$ cat src/rtl/if_stage.sv
// Instruction-fetch stage: owns the fetch PC, issues 1-cycle synchronous
// instruction-memory reads, buffers returned words in a 2-entry FIFO and
// hands them to ID with a valid/ready handshake. Redirects flush everything.
module if_stage #(
    parameter int WORD_SIZE = 32,
    parameter int ADDR_SIZE = 10,
    parameter int RESET_PC  = 0
) (
    input  logic                 clk,
    input  logic                 rst,
    output logic                 imem_en,
    output logic [ADDR_SIZE-1:0] imem_addr,
    input  logic [WORD_SIZE-1:0] imem_rdata,
    input  logic                 redirect,
    input  logic [ADDR_SIZE-1:0] redirect_pc,
    input  logic                 id_ready,
    output logic                 instr_valid,
    output logic [WORD_SIZE-1:0] instr,
    output logic [ADDR_SIZE-1:0] pc
);

    localparam logic [ADDR_SIZE-1:0] RESET_ADDR = ADDR_SIZE'(RESET_PC);
    localparam logic [ADDR_SIZE-1:0] PC_STEP    = ADDR_SIZE'(4);
    localparam logic [WORD_SIZE-1:0] NOP_WORD   = WORD_SIZE'(32'h0000_0013);

    logic [ADDR_SIZE-1:0] fetch_pc_q, fetch_pc_d;
    logic [ADDR_SIZE-1:0] rd_pc_q, rd_pc_d;      // address of the read in flight
    logic                 inflight_q, inflight_d;
    logic [1:0]           occ_q, occ_d;

    // Entry 0 is always the head; entry 1 is only meaningful when occ_q == 2.
    logic [ADDR_SIZE-1:0] fifo_pc_q   [2];
    logic [ADDR_SIZE-1:0] fifo_pc_d   [2];
    logic [WORD_SIZE-1:0] fifo_word_q [2];
    logic [WORD_SIZE-1:0] fifo_word_d [2];

    logic       head_valid;
    logic       pop;
    logic [1:0] pending;
    logic [1:0] level;

    assign head_valid = (occ_q != 2'd0);
    assign pop        = head_valid & id_ready;

    // Slots that will still be claimed after this cycle's pop; a new read is
    // only issued when it is guaranteed somewhere to land.
    assign pending = occ_q + {1'b0, inflight_q} - {1'b0, pop};

    // Read strobe: suppressed in reset and on redirect, otherwise issue while room remains.
    always_comb begin
        imem_en = rst & ~redirect & (pending < 2'd2);
    end

    assign imem_addr   = fetch_pc_q;
    assign instr_valid = head_valid;
    assign instr       = head_valid ? fifo_word_q[0] : NOP_WORD;
    assign pc          = head_valid ? fifo_pc_q[0]   : '0;

    // Next-state: redirect flush, else pop-shift then push the returning word.
    always_comb begin
        fetch_pc_d     = fetch_pc_q;
        rd_pc_d        = fetch_pc_q;
        inflight_d     = 1'b0;
        occ_d          = occ_q;
        level          = occ_q;
        fifo_pc_d[0]   = fifo_pc_q[0];
        fifo_pc_d[1]   = fifo_pc_q[1];
        fifo_word_d[0] = fifo_word_q[0];
        fifo_word_d[1] = fifo_word_q[1];
        if (redirect) begin
            occ_d      = 2'd0;
            inflight_d = 1'b0;
            fetch_pc_d = {redirect_pc[ADDR_SIZE-1:2], 2'b00};
        end else begin
            if (pop) begin
                fifo_pc_d[0]   = fifo_pc_q[1];
                fifo_word_d[0] = fifo_word_q[1];
                level          = occ_q - 2'd1;
            end
            if (inflight_q) begin
                // level is 0 or 1 here: the issue rule always leaves a slot.
                fifo_pc_d[level[0]]   = rd_pc_q;
                fifo_word_d[level[0]] = imem_rdata;
            end
            occ_d      = level + {1'b0, inflight_q};
            inflight_d = imem_en;
            if (imem_en) begin
                fetch_pc_d = fetch_pc_q + PC_STEP;
            end
        end
    end

    // Control state: PC, in-flight tracking and occupancy.
    always_ff @(posedge clk or negedge rst) begin
        if (!rst) begin
            fetch_pc_q <= RESET_ADDR;
            rd_pc_q    <= '0;
            inflight_q <= 1'b0;
            occ_q      <= 2'd0;
        end else begin
            fetch_pc_q <= fetch_pc_d;
            rd_pc_q    <= rd_pc_d;
            inflight_q <= inflight_d;
            occ_q      <= occ_d;
        end
    end

    // FIFO storage, one register pair per entry.
    for (genvar gi = 0; gi < 2; gi++) begin : g_fifo
        always_ff @(posedge clk or negedge rst) begin
            if (!rst) begin
                fifo_pc_q[gi]   <= '0;
                fifo_word_q[gi] <= '0;
            end else begin
                fifo_pc_q[gi]   <= fifo_pc_d[gi];
                fifo_word_q[gi] <= fifo_word_d[gi];
            end
        end
    end

endmodule

$ cat config.mk
export PLATFORM = sky130hd
export DESIGN_NAME = if_stage
export DESIGN_NICKNAME = d
export VERILOG_FILES = /design/src/rtl/if_stage.sv
export SDC_FILE = /design/constraint.sdc
export NUM_CORES = 1
export LEC_CHECK = 0
export ABC_AREA = 1
export BUFFER_PORTS_ARGS = -buffer_cell sky130_fd_sc_hd__buf_4
export CAP_MARGIN = 20
export CORE_ASPECT_RATIO = 0.6
export CORE_MARGIN = 2
export CORE_UTILIZATION = 55
export DETAILED_ROUTE_END_ITERATION = 10
export MAX_ROUTING_LAYER = met4
export PLACE_DENSITY = 0.8
export SLEW_MARGIN = 10
export SYNTH_ARGS = -nofsm -noshare
export SYNTH_HDL_FRONTEND = slang
export SYNTH_SLANG_ARGS = --single-unit
$ cat constraint.sdc
create_clock -name clk -period 2.4 [get_ports clk]
set_input_delay 0.12 -clock clk [delete_from_list [all_inputs] [get_ports clk]]
set_output_delay 0.12 -clock clk [all_outputs]
set_load 0.1 [all_outputs]
==> After elaboration in Yosys (flattened, before gate mapping) <==
Cells that the tools add are included.
W data, S select, Z words.
{ "classes": {"add_sub_neg": 5, "magnitude_cmp": 3, "muxes": 20, "bitwise": 5, "reduce_logical": 4} }
{ "ops": {"columns": ["operator", "count"], "rows": [
  ["$mux W32", 4],
  ["$bwmux W64", 1],
  ["$mux W64", 1],
  ["$mux W10", 6],
  ["$demux W32 S1", 1],
  ["$bwmux W20", 1],
  ["$mux W20", 1],
  ["$add A10 B3 Y10 const B", 1],
  ["$demux W10 S1", 1],
  ["$mux W2", 3],
  ["$add A2 B1 Y2", 2],
  ["$reduce_bool A2 Y1", 2],
  ["$and A1 B1 Y1", 3],
  ["$ge A2 B2 Y1 const B", 1],
  ["$lt A2 B1 Y1 const B", 1],
  ["$lt A2 B2 Y1 const B", 1],
  ["$not A1 Y2", 1],
  ["$reduce_and A2 Y1", 1],
  ["$sub A2 B1 Y2", 1],
  ["$sub A2 B1 Y2 const B", 1],
  ["$logic_and A1 B1 Y1", 1],
  ["$mux W1", 1],
  ["$not A1 Y1", 1]
]} }
{ "totals": {"ff_bits": 107, "input_bits": 46, "word_cells": 45} }

==> Longest topological paths before layout <==
Gate-level depths: netlist of run 1.
{ "logic_depth": {"depth_word": 11, "depth_mapped": 17, "mapped_depth_nobuf": 16} }

==> Least setup slack after synthesis of run 1 <==
No wires, ideal clock.
{ "synth_path": {"path_kind": "reg-to-output", "startpoint": "register occ_q[0]", "endpoint": "output port imem_en", "arrival_ps": 2573, "slack_ps": -293, "path_stages_with_launch": 17, "path_buffers": 2, "cell_sequence": "dfrtp_1 -> inv_1 -> ha_1 -> buf_4 -> inv_4 -> nand2_2 -> nand2_1 -> nand2_2 -> ha_1 -> inv_1 -> nand2_1 -> nand2_1 -> nand2_1 -> nand2_1 -> nand2_1 -> buf_2 -> inv_1"} }
{ "synth_between": {"elab_chain_len": 5, "word_cells_on_any_way": 6, "cone_classes": "add/sub: 2; order compare: 1; bitwise: 2; reduce/logical: 1"} }
{ "synth_lines": {"columns": ["element", "line", "source"], "rows": [
  ["from (decl)", "29", "logic [1:0] occ_q, occ_d;"],
  ["from (signal assigned)", "99", "occ_q <= 2'd0;"],
  ["from (signal assigned)", "104", "occ_q <= occ_d;"],
  ["$reduce_bool A2 Y1", "42", "assign head_valid = (occ_q != 2'd0);"],
  ["named net instr_valid", "17", "output logic instr_valid,"],
  ["$and A1 B1 Y1", "43", "assign pop = head_valid & id_ready;"],
  ["$sub A2 B1 Y2", "47", "assign pending = occ_q + {1'b0, inflight_q} - {1'b0, pop};"],
  ["$lt A2 B2 Y1", "51", "imem_en = rst & ~redirect & (pending < 2'd2);"],
  ["$and A1 B1 Y1", "51", null],
  ["to (decl)", "11", "output logic imem_en,"]
]} }
The timed path passes the listed nets, and every way through them passes these cells.

==> Worst setup path after layout of run 1 <==
{ "layout_path": {"startpoint": "register occ_q[1]", "endpoint": "output port imem_en"} }
{ "layout_between": {"elab_chain_len": 5, "word_cells_on_any_way": 6, "cone_classes": "add/sub: 2; order compare: 1; bitwise: 2; reduce/logical: 1"} }
{ "layout_lines": {"columns": ["element", "line"], "rows": [
  ["branches (longest 2 deep; another with $add A2 B1 Y2)", null],
  ["$sub A2 B1 Y2 *", "47"],
  ["$lt A2 B2 Y1 *", "51"],
  ["$and A1 B1 Y1 *", "51"]
]} }
Every way passes the cells marked *.

==> results.yml, run 1 <==
global_route:
  antenna_found_initial: 0
  overflow: 0
  track_usage: 0.267
  grt_max_degree: 81
  grt_pass1_wl_mm: 20.1
  grt_pass1_vias: 4383
run:
  drv_cap: 0
route:
  viasPerCell: 5.13
  drt_iter0_drc: 345
  ant_nets: 0
  drt_drc_violations_left: 0
  num_vias: 4399
  first_pass_iters: 4
  wl_per_cell_um: 14.1
  drt-total-wl_mm: 12.1
synth:
  syn_area_per_cell_um2: 7.53
  ys_seq_elements: 101
  ys_types: 23
  syn_inst: 651
  netlist_area_um2: 4900
  synth_warnings: 0
  seq_area_frac_synth: 0.516
timing:
  finalClockSkew_ns: 0.00509
  min_period_ns: 2.33
  tns_ns: 0
  max_freq_mhz: 430
  slew_headroom: 0.535
  slew_violations: 0
  finalSetupViolations: 0
  hold_viol_final: 0
  timing.hold.ws_ns: 0.0132
  period_share: 0.970
  worstMarginPinSlew_ns: 0.698
critical_path:
  r2r_slack_ns: 0.10
  r2r_start: "occ_q[1]"
  path_max_fanout: 4
  reg2reg_depth: 18
  rr_endpoint: "imem_addr[7]"
  end_kind: "primary output"
  criticalPathCategory: "register to primary output"
  arrival_ns: 2.21
  critPathLaunchType: "register"
  required_ns: 2.28
layout:
  area_delta_synth_final_pct: 25.2
  seq_area_um2: 2530
  mostFrequentLayoutCells: "nand2_1 (176), inv_1 (124), buf_4 (106), dfrtp_1 (101), o21ai_0 (59)"
  diodes: 0
  multi_input_area_um2: 1770
  final_common_cell: "nand2_1"
  drive_gt1_frac: 0.199
  nets: 789
  fillers: 657
min_path:
  hp-class: "primary input to register"
  hold_path_end: "imem_addr[9]"
  hold_depth: 3
  hp-start: "redirect_pc[9]"
floorplanning:
  rows: 26
  fp.dieArea_um2: 9700
  io_pins: 100
  die_w_um: 126
  chipHeight_um: 77.1
  core_um2: 8590
  initial_core_util: 0.571
clock_network:
  cts_inserted_buffers: 9
  clock_path_buffers: 2
  htreeDepth: 3
  clkLatencyLatePin_ns: 0.35
  cts_tree: "yes"
  cts_root_buf: "clkbuf_16"
  cts.sinks: 101
  cts.clk_slew.worst_paths_ns: 0.07
pwr:
  pwr_density_cell_nw_per_um2: 1500
  peakVddDrop_mv: 1.07
  power.leakage_nw: 3.32
placed_design:
  port_buffers: 95
  place_hpwl_mm: 7.68
  gp_congestion: 0.852
status:
  status: "complete, no violations"
## routing by layer
layer | GRT usage | share of wire
met1 | 0.352 | 0.45
met4 | 0.104 | 0.022
met2 | 0.403 | 0.46
met5 | - | 0
met3 | 0.0684 | 0.066
## worst max-delay path by stage
stage	startpoint	end	slack (ns)
6_report	occ_q[1]	imem_en	0.07
5_1_grt	occ_q[0]	imem_en	-0.02
4_1_cts	occ_q[1]	imem_en	0.01
3_5_place_dp	occ_q[1]	imem_addr[7]	-0.06
3_3_place_gp	occ_q[1]	imem_en	0.18
2_1_floorplan	occ_q[0]	imem_en	0.01
## state kept, by name, summed over array words and instances (netlist names)
register     cells
occ_q            2
fifo_pc_q       18
inflight_q       1
rd_pc_q          8
imem_addr        8
fifo_word_q     64
## synth_stat cells
cell	instances	area [um2]
nand2_1	179	672
inv_1	128	480
dfrtp_1	101	2530
nand3_1	59	295
o21ai_0	59	295
nor2_1	48	180
o21ai_1	22	110
buf_2	14	70.1
clkbuf_1	10	37.5
buf_4	7	52.6
ha_1	3	37.5
inv_2	3	11.3
or2_2	3	18.8
xnor2_1	3	26.3
buf_6	2	22.5
nand2_2	2	12.5
o21bai_1	2	15.0
a21oi_1	1	5.00
buf_1	1	3.75
conb_1	1	3.75
inv_4	1	6.26
nand3_2	1	10.0
nor2_2	1	6.26
## power by group
part | total [mW] | internal (mW) | switching (mW)
Sequential | 2.68 | 2.34 | 0.338
Combinational | 5.02 | 1.25 | 3.77
Clock | 1.47 | 0.834 | 0.637
## what timing repair did
action | in CTS | in global routing
gates resized for setup | 12 | 6
setup endpoints to repair | 9 | 4
setup buffers | 4 | 2
hold buffers | 1 | 0
hold endpoints to repair | 26 | 0
pin swaps | 2 | 2
## cells by family (layout without fill, tap and decap cells)
| kind of cell | Yosys count | count (layout) | share of synthesized area |
|---|---|---|---|
| simple gates | 293 | 293 | 0.244 |
| buf+inv | 166 | 259 | 0.140 |
| flops | 101 | 101 | 0.516 |
| compound gates | 84 | 84 | 0.0868 |
| fa+ha+maj | 3 | 3 | 0.00766 |
| xor+xnor | 3 | 3 | 0.00536 |
| other cells | 1 | 2 | 0.000765 |
## final cells by class
cell class / count / share of cell area
sequential: 101 / 0.412
multi-input combinational: 385 / 0.288
timing repair buffer: 111 / 0.144
inverter: 132 / 0.0834
clock buffer: 10 / 0.0390
tap: 112 / 0.0228
clock inverter: 6 / 0.0102
## metrics by stage
step | cell area [um2] | utilization | instances | worst slack, ns | power [mW]
after detailed placement | 5700 | 0.664 | 834 | -0.0582 | 7.46
after CTS | 6090 | 0.709 | 855 | 0.0108 | 9.11
final | 6130 | 0.714 | 857 | 0.0728 | 9.17
after global routing | 6130 | 0.714 | 857 | -0.0164 | 9.70
after floorplan | 4920 | - | 652 | 0.0121 | 6.40
after global placement | 5700 | 0.664 | 834 | 0.177 | 7.28
## worst max-delay path, stage by stage, from the launching register on
cell and delay (ns):
dfrtp_1 0.40, inv_2 0.09, ha_4 0.19, inv_12 0.05, nand2_4 0.07, nand2_4 0.06, nand2_4 0.09, ha_4 0.16
inv_2 0.06, nand2_1 0.09, nand2_1 0.07, nand2_1 0.09, nand2_2 0.09, nand2_4 0.08, clkinvlp_4 0.10, buf_12 0.17
No activity file was read; power rests on OpenSTA's default activity.
==> run 2, diff against run 1 <==
--- a/config.mk
+++ b/config.mk
@@ -13,7 +13,7 @@
 export CORE_UTILIZATION = 55
 export DETAILED_ROUTE_END_ITERATION = 10
 export MAX_ROUTING_LAYER = met4
-export PLACE_DENSITY = 0.8
+export PLACE_DENSITY = 0.79
 export SLEW_MARGIN = 10
 export SYNTH_ARGS = -nofsm -noshare
 export SYNTH_HDL_FRONTEND = slang
==> run 2 against run 1 <==
Combinational power down 1%. Sequential power about the same. Maximum frequency up 4.0%. Worst hold slack worse by 0.0083 ns. Core utilization down 0.48 points. Global-route usage down 0.63 points. Setup slack better by 0.090 ns. Total power down 2.2%. Die area unchanged. Cell area down 0.67%. Clock skew up 0.0051 ns. Critical endpoint unchanged. Largest cell class unchanged. Highest routed layer unchanged.
==> results.yml, run 2 (synthesis results as in run 1) <==
floorplanning:
  io_pins: 100
  chipHeight_um: 77.1
  core_um2: 8590
  fp.dieArea_um2: 9700
  rows: 26
  die_w_um: 126
  initial_core_util: 0.571
critical_path:
  crit_family: "simple AND/OR/NAND/NOR gates"
  cp-endpoint: "imem_en"
  rr_endpoint: "imem_addr[8]"
  path_buf_inv: 5
  crit_chain: "inv_2 > ha_4 > inv_12 > nand2_4 > nand2_2 > nand2_2 > ha_4 > inv_2 > nand2_1 > nand2_1 > nand2_1 > nand2_2 > nand2_4 > clkinvlp_4 > buf_12"
  arrival_ns: 2.12
  critPathMaxStageDelay_ns: 0.40
  r2r_slack_ns: 0.31
  end_kind: "primary output"
  crit_cells: 15
  reg2reg_depth: 17
  cp_slowest_cell: "dfrtp_1"
  criticalPathCategory: "register to primary output"
  r2r_start: "occ_q[1]"
  required_ns: 2.28
  critPathLaunchType: "register"
  critical_path.startpoint: "occ_q[1]"
  path_max_fanout: 4
global_route:
  grt_pass1_wl_mm: 19.9
  overflow: 0
  antenna_found_initial: 0
  grt_max_degree: 102
  grt_pass1_vias: 4229
  grt_use_met1: 0.367
  track_usage: 0.261
  grt_use_met2: 0.387
  grt_util_met3: 0.0656
  grt_busiest_layer: "met2"
timing:
  finalSetupViolations: 0
  rsz0062_at_grt: "false"
  hold_viol_final: 0
  min_period_ns: 2.24
  period_share: 0.932
  finalClockSkew_ns: 0.0102
  slew_violations: 0
  slew_headroom: 0.636
  worstMarginPinSlew_ns: 0.547
  max_freq_mhz: 447
clock_network:
  cts.sinks: 101
  cts.clk_slew.worst_paths_ns: 0.07
  cts_inserted_buffers: 9
  htreeDepth: 3
  clock_path_buffers: 2
  cts_root_buf: "clkbuf_16"
  cts_tree: "yes"
  clkLatencyLatePin_ns: 0.35
placed_design:
  place_hpwl_mm: 7.65
  port_buffers: 95
  gp_congestion: 0.832
  placed_area_um2: 5710
layout:
  nets: 791
  final_common_cell: "nand2_1"
  mostFrequentLayoutCells: "nand2_1 (176), inv_1 (124), buf_4 (108), dfrtp_1 (101), o21ai_0 (59)"
  diodes: 0
  regMostFlops: "fifo_word_q"
  top_regs: "fifo_word_q: 64 flops, fifo_pc_q: 18 flops"
  final_util: 0.709
  final_cell_area_um2: 6090
  drive_gt1_frac: 0.198
  area_delta_synth_final_pct: 24.3
  largest_register_ffs: 64
route:
  wl_per_cell_um: 13.6
  drt_iter0_drc: 388
  first_pass_iters: 5
  ant_nets: 0
  drt_drc_violations_left: 0
  drt-total-wl_mm: 11.6
  viasPerCell: 5.03
  num_vias: 4318
min_path:
  hp-start: "redirect_pc[9]"
  hp-class: "primary input to register"
status:
  status: "complete, no violations"
pwr:
  peakVddDrop_mv: 0.809
  power.leakage_nw: 3.30
  pwr_density_cell_nw_per_um2: 1470
run:
  drv_cap: 0
run 2: cell count changes in the layout (fill, tap and decap cells not counted), sizes merged:
cell	previous run	this run
bufinv	1	0
buf	110	112
clkinvlp	1	3
clkinv	5	3
inv	131	132
run 2: worst register-to-register path, cell delays in order (launching register included):
cell	delay (ns)
dfrtp_1	0.40
inv_2	0.09
ha_4	0.19
inv_12	0.04
nand2_4	0.07
nand2_2	0.07
nand2_2	0.10
ha_4	0.15
inv_2	0.05
nand2_1	0.08
nand2_1	0.07
nand2_1	0.07
nand2_2	0.08
nand2_4	0.08
buf_4	0.14
nand2_1	0.15
nand2_1	0.12
nand2_1	0.06
run 2: routing by layer:
layer  wire [um]  share of wire
met3         822          0.071
met1        5560           0.48
met4         108         0.0093
met2        5150           0.44
met5           0              0
run 2: report_power, final:
group | leakage [nW] | internal, mW | switching [mW]
Sequential | 1.30 | 2.34 | 0.339
Combinational | 1.87 | 1.25 | 3.71
Clock | 0.129 | 0.701 | 0.631
run 2: layout make-up:
| cell class | count | area, um2 |
|---|---|---|
| Multi-Input combinational cell | 385 | 1740 |
| Clock buffer | 10 | 229 |
| Clock inverter | 6 | 38.8 |
| Fill cell | 677 | 2500 |
| Timing Repair Buffer | 113 | 901 |
| Sequential cell | 101 | 2530 |
| Inverter | 132 | 512 |
| Tap cell | 112 | 140 |
run 2: per-stage QoR:
step / setup slack (ns) / instances / setup TNS (ns) / total power, mW / hold WS, ns
floorplan: 0.0121 / 652 / 0 / 6.40 / -0.176
global placement: 0.144 / 836 / 0 / 7.31 / 0.233
detailed placement: -0.0190 / 836 / -0.0600 / 7.46 / 0.233
CTS: 0.00254 / 856 / 0 / 8.90 / 0.00492
global route: 0.0302 / 859 / 0 / 9.52 / 0.0203
finish: 0.163 / 859 / 0 / 8.97 / 0.00487
run 2: worst min path at each step:
stage	to	slack (ns)	cells after the start
after floorplan	fifo_pc_q[10]	-0.18	0
after global placement	imem_addr[3]	0.23	2
after detailed placement	fifo_word_q[61]	0.23	2
after global routing	imem_addr[9]	0.02	3
final	imem_addr[9]	0.005	3
after CTS	imem_addr[9]	0.005	3
run 2: repair_timing:
item | in CTS | in global routing
buffers inserted | 3 | 3
hold buffers | 1 | 0
setup endpoints to repair | 8 | 9
hold endpoints to repair | 101 | 0
pin swaps | 2 | 1
gates resized for setup | 8 | 7
==> run 3, diff against run 2 <==
--- a/config.mk
+++ b/config.mk
@@ -8,7 +8,7 @@
 export ABC_AREA = 1
 export BUFFER_PORTS_ARGS = -buffer_cell sky130_fd_sc_hd__buf_4
 export CAP_MARGIN = 20
-export CORE_ASPECT_RATIO = 0.6
+export CORE_ASPECT_RATIO = 0.7
 export CORE_MARGIN = 2
 export CORE_UTILIZATION = 55
 export DETAILED_ROUTE_END_ITERATION = 10
==> constraint.sdc (replaced) <==
create_clock -name clk -period 2.4 [get_ports clk]
set_input_delay 0.36 -clock clk [delete_from_list [all_inputs] [get_ports clk]]
set_output_delay 0.36 -clock clk [all_outputs]
set_load 0.1 [all_outputs]
==> run 3 against run 2 <==
The flow now finishes with violations (setup timing). First-iteration DRC count is 23% lower. Largest cell class unchanged. Non-clock buffer count is 16 higher. Largest power group unchanged. Worst hold slack gained 0.29 ns. Total power up 4.6%. Clock power is essentially flat. Core utilization rose by 2.8 points. Sequential share of layout area down 1.4 points. Combinational power rose by 7.9%.
==> results.yml, run 3 (synthesis results as in run 1) <==
critical_path:
  critPathMaxStageDelay_ns: 0.39
  critPathLaunchType: "register"
  critical_path.startpoint: "occ_q[0]"
  crit_chain: "inv_2 > ha_4 > inv_12 > nand2_8 > nand2_4 > nand2_4 > ha_4 > inv_4 > nand2_2 > nand2_1 > nand2_1 > nand2_2 > nand2_4 > clkinvlp_4 > buf_12"
  required_ns: 2.04
  r2r_slack_ns: 0
  path_common_cell: "nand2_4"
  end_kind: "primary output"
  path_max_fanout: 3
  reg2reg_depth: 17
  arrival_ns: 2.09
  r2r_start: "occ_q[0]"
  cp-endpoint: "imem_en"
  cp_slowest_cell: "dfrtp_1"
  criticalPathCategory: "register to primary output"
  rr_endpoint: "fifo_word_q[45]"
global_route:
  grt_pass1_vias: 4281
  grt_max_degree: 59
  grt_pass1_wl_mm: 20.3
  overflow: 0
  track_usage: 0.272
  antenna_found_initial: 0
placed_design:
  dp_cells: 845
  port_buffers: 95
  place_hpwl_mm: 7.46
  pre_cts_slack_ns: -0.0375
  gp_congestion: 0.826
clock_network:
  cts.clk_slew.worst_paths_ns: 0.06
  htreeDepth: 3
  clkLatencyLatePin_ns: 0.34
  clock_path_buffers: 2
  cts_tree: "yes"
  cts.sinks: 101
  cts_inserted_buffers: 9
  cts_root_buf: "clkbuf_16"
floorplanning:
  die_w_um: 117
  core_um2: 8550
  chipHeight_um: 83.0
  fp.dieArea_um2: 9690
  io_pins: 100
  initial_core_util: 0.573
  rows: 28
timing:
  min_period_ns: 2.45
  setup_ws_ns: -0.0524
  worstMarginPinSlew_ns: 0.697
  timing.hold.ws_ns: 0.295
  rsz0062_at_grt: "true"
  finalClockSkew_ns: 0.00945
  finalSetupViolations: 2
  hold_viol_final: 0
  period_share: 1.02
  max_freq_mhz: 408
  slew_violations: 0
  slew_headroom: 0.535
pwr:
  pwr_density_cell_nw_per_um2: 1490
  pwr-share-comb: 0.570
  peakVddDrop_mv: 1.02
  switchingPower_mw: 4.82
  power.leakage_nw: 3.38
  swShare: 0.514
  clockPowerShare: 0.144
  power.internal_mw: 4.56
  p_seq_frac: 0.285
route:
  drt_drc_violations_left: 0
  ant_nets: 0
  viasPerCell: 5.06
  wl_per_cell_um: 14.1
  drt-total-wl_mm: 12.4
  drt_iter0_drc: 298
  num_vias: 4465
  first_pass_iters: 5
layout:
  final_util: 0.737
  fillers: 662
  area_delta_synth_final_pct: 28.6
  final_common_cell: "nand2_1"
  diodes: 0
  mostFrequentLayoutCells: "nand2_1 (171), inv_1 (124), buf_4 (122), dfrtp_1 (101), o21ai_0 (59)"
  largest_register_ffs: 64
  fin_cells: 883
  nets: 807
  drive_gt1_frac: 0.223
  regMostFlops: "fifo_word_q"
  top_regs: "fifo_word_q: 64 flops, fifo_pc_q: 18 flops"
status:
  status: "complete, but fails checks"
  violations: "setup timing"
min_path:
  hold_depth: 3
  hp-class: "primary input to register"
run:
  drv_cap: 0
[run 3: cell type report]
type / instances / area [um2] / share of cell area
Inverter: 132 / 514 / 0.0816
Tap cell: 120 / 150 / 0.0238
Clock inverter: 5 / 36.3 / 0.00576
Timing Repair Buffer: 129 / 1040 / 0.165
Clock buffer: 11 / 243 / 0.0385
Multi-Input combinational cell: 385 / 1790 / 0.284
Sequential cell: 101 / 2530 / 0.401
[run 3: routing by layer]
layer	share of wire	global-route usage	wire length, um	vias up
met3	0.060	0.0599	747	36
li1	-	-	-	2166
met1	0.42	0.355	5190	2102
met2	0.49	0.422	6120	161
met4	0.029	0.0963	356	0
met5	0	-	0	-
[run 3: through the flow]
stage / instance area (um2) / total power, mW / TNS (ns)
floorplan: 4920 / 6.40 / -8.23
global placement: 5730 / 7.32 / 0
detailed placement: 5730 / 7.48 / -0.0824
CTS: 6200 / 9.14 / -0.00443
global route: 6300 / 9.93 / -2.59
finish: 6300 / 9.38 / -0.0544
[run 3: power groups by stage]
stage	clock network (mW)	logic [mW]	registers (mW)
after global routing	1.45	5.74	2.75
final	1.35	5.35	2.68
after detailed placement	0	4.79	2.69
after global placement	0	4.66	2.66
after floorplan	0	3.52	2.89
after CTS	1.37	5.10	2.66
[run 3: timing repair]
item | in CTS | in global routing
pin swaps | 6 | 7
gates cloned | 0 | 1
resized for setup | 18 | 8
endpoints found under the hold margin | 1 | 0
buffers inserted | 15 | 5
hold buffers | 1 | 0
endpoints found under the setup margin | 11 | 41
[run 3: worst max-delay path, delay by kind of cell, from the launching register on]
kind                     cells  cell delay (ns)
adder cells (fa/ha/maj)      2             0.36
flip-flops                   1             0.39
buffers and inverters        5             0.45
AND/OR/NAND/NOR              8             0.55
[run 3: worst min path at each step]
stage                              start             to  slack [ns]
final                     redirect_pc[9]   imem_addr[9]        0.29
after global routing      redirect_pc[9]   imem_addr[9]        0.29
after CTS                       redirect       occ_q[0]        0.29
after detailed placement             rst   imem_addr[6]        0.16
after global placement               rst   imem_addr[6]        0.15
after floorplan                      rst  fifo_pc_q[10]        0.06
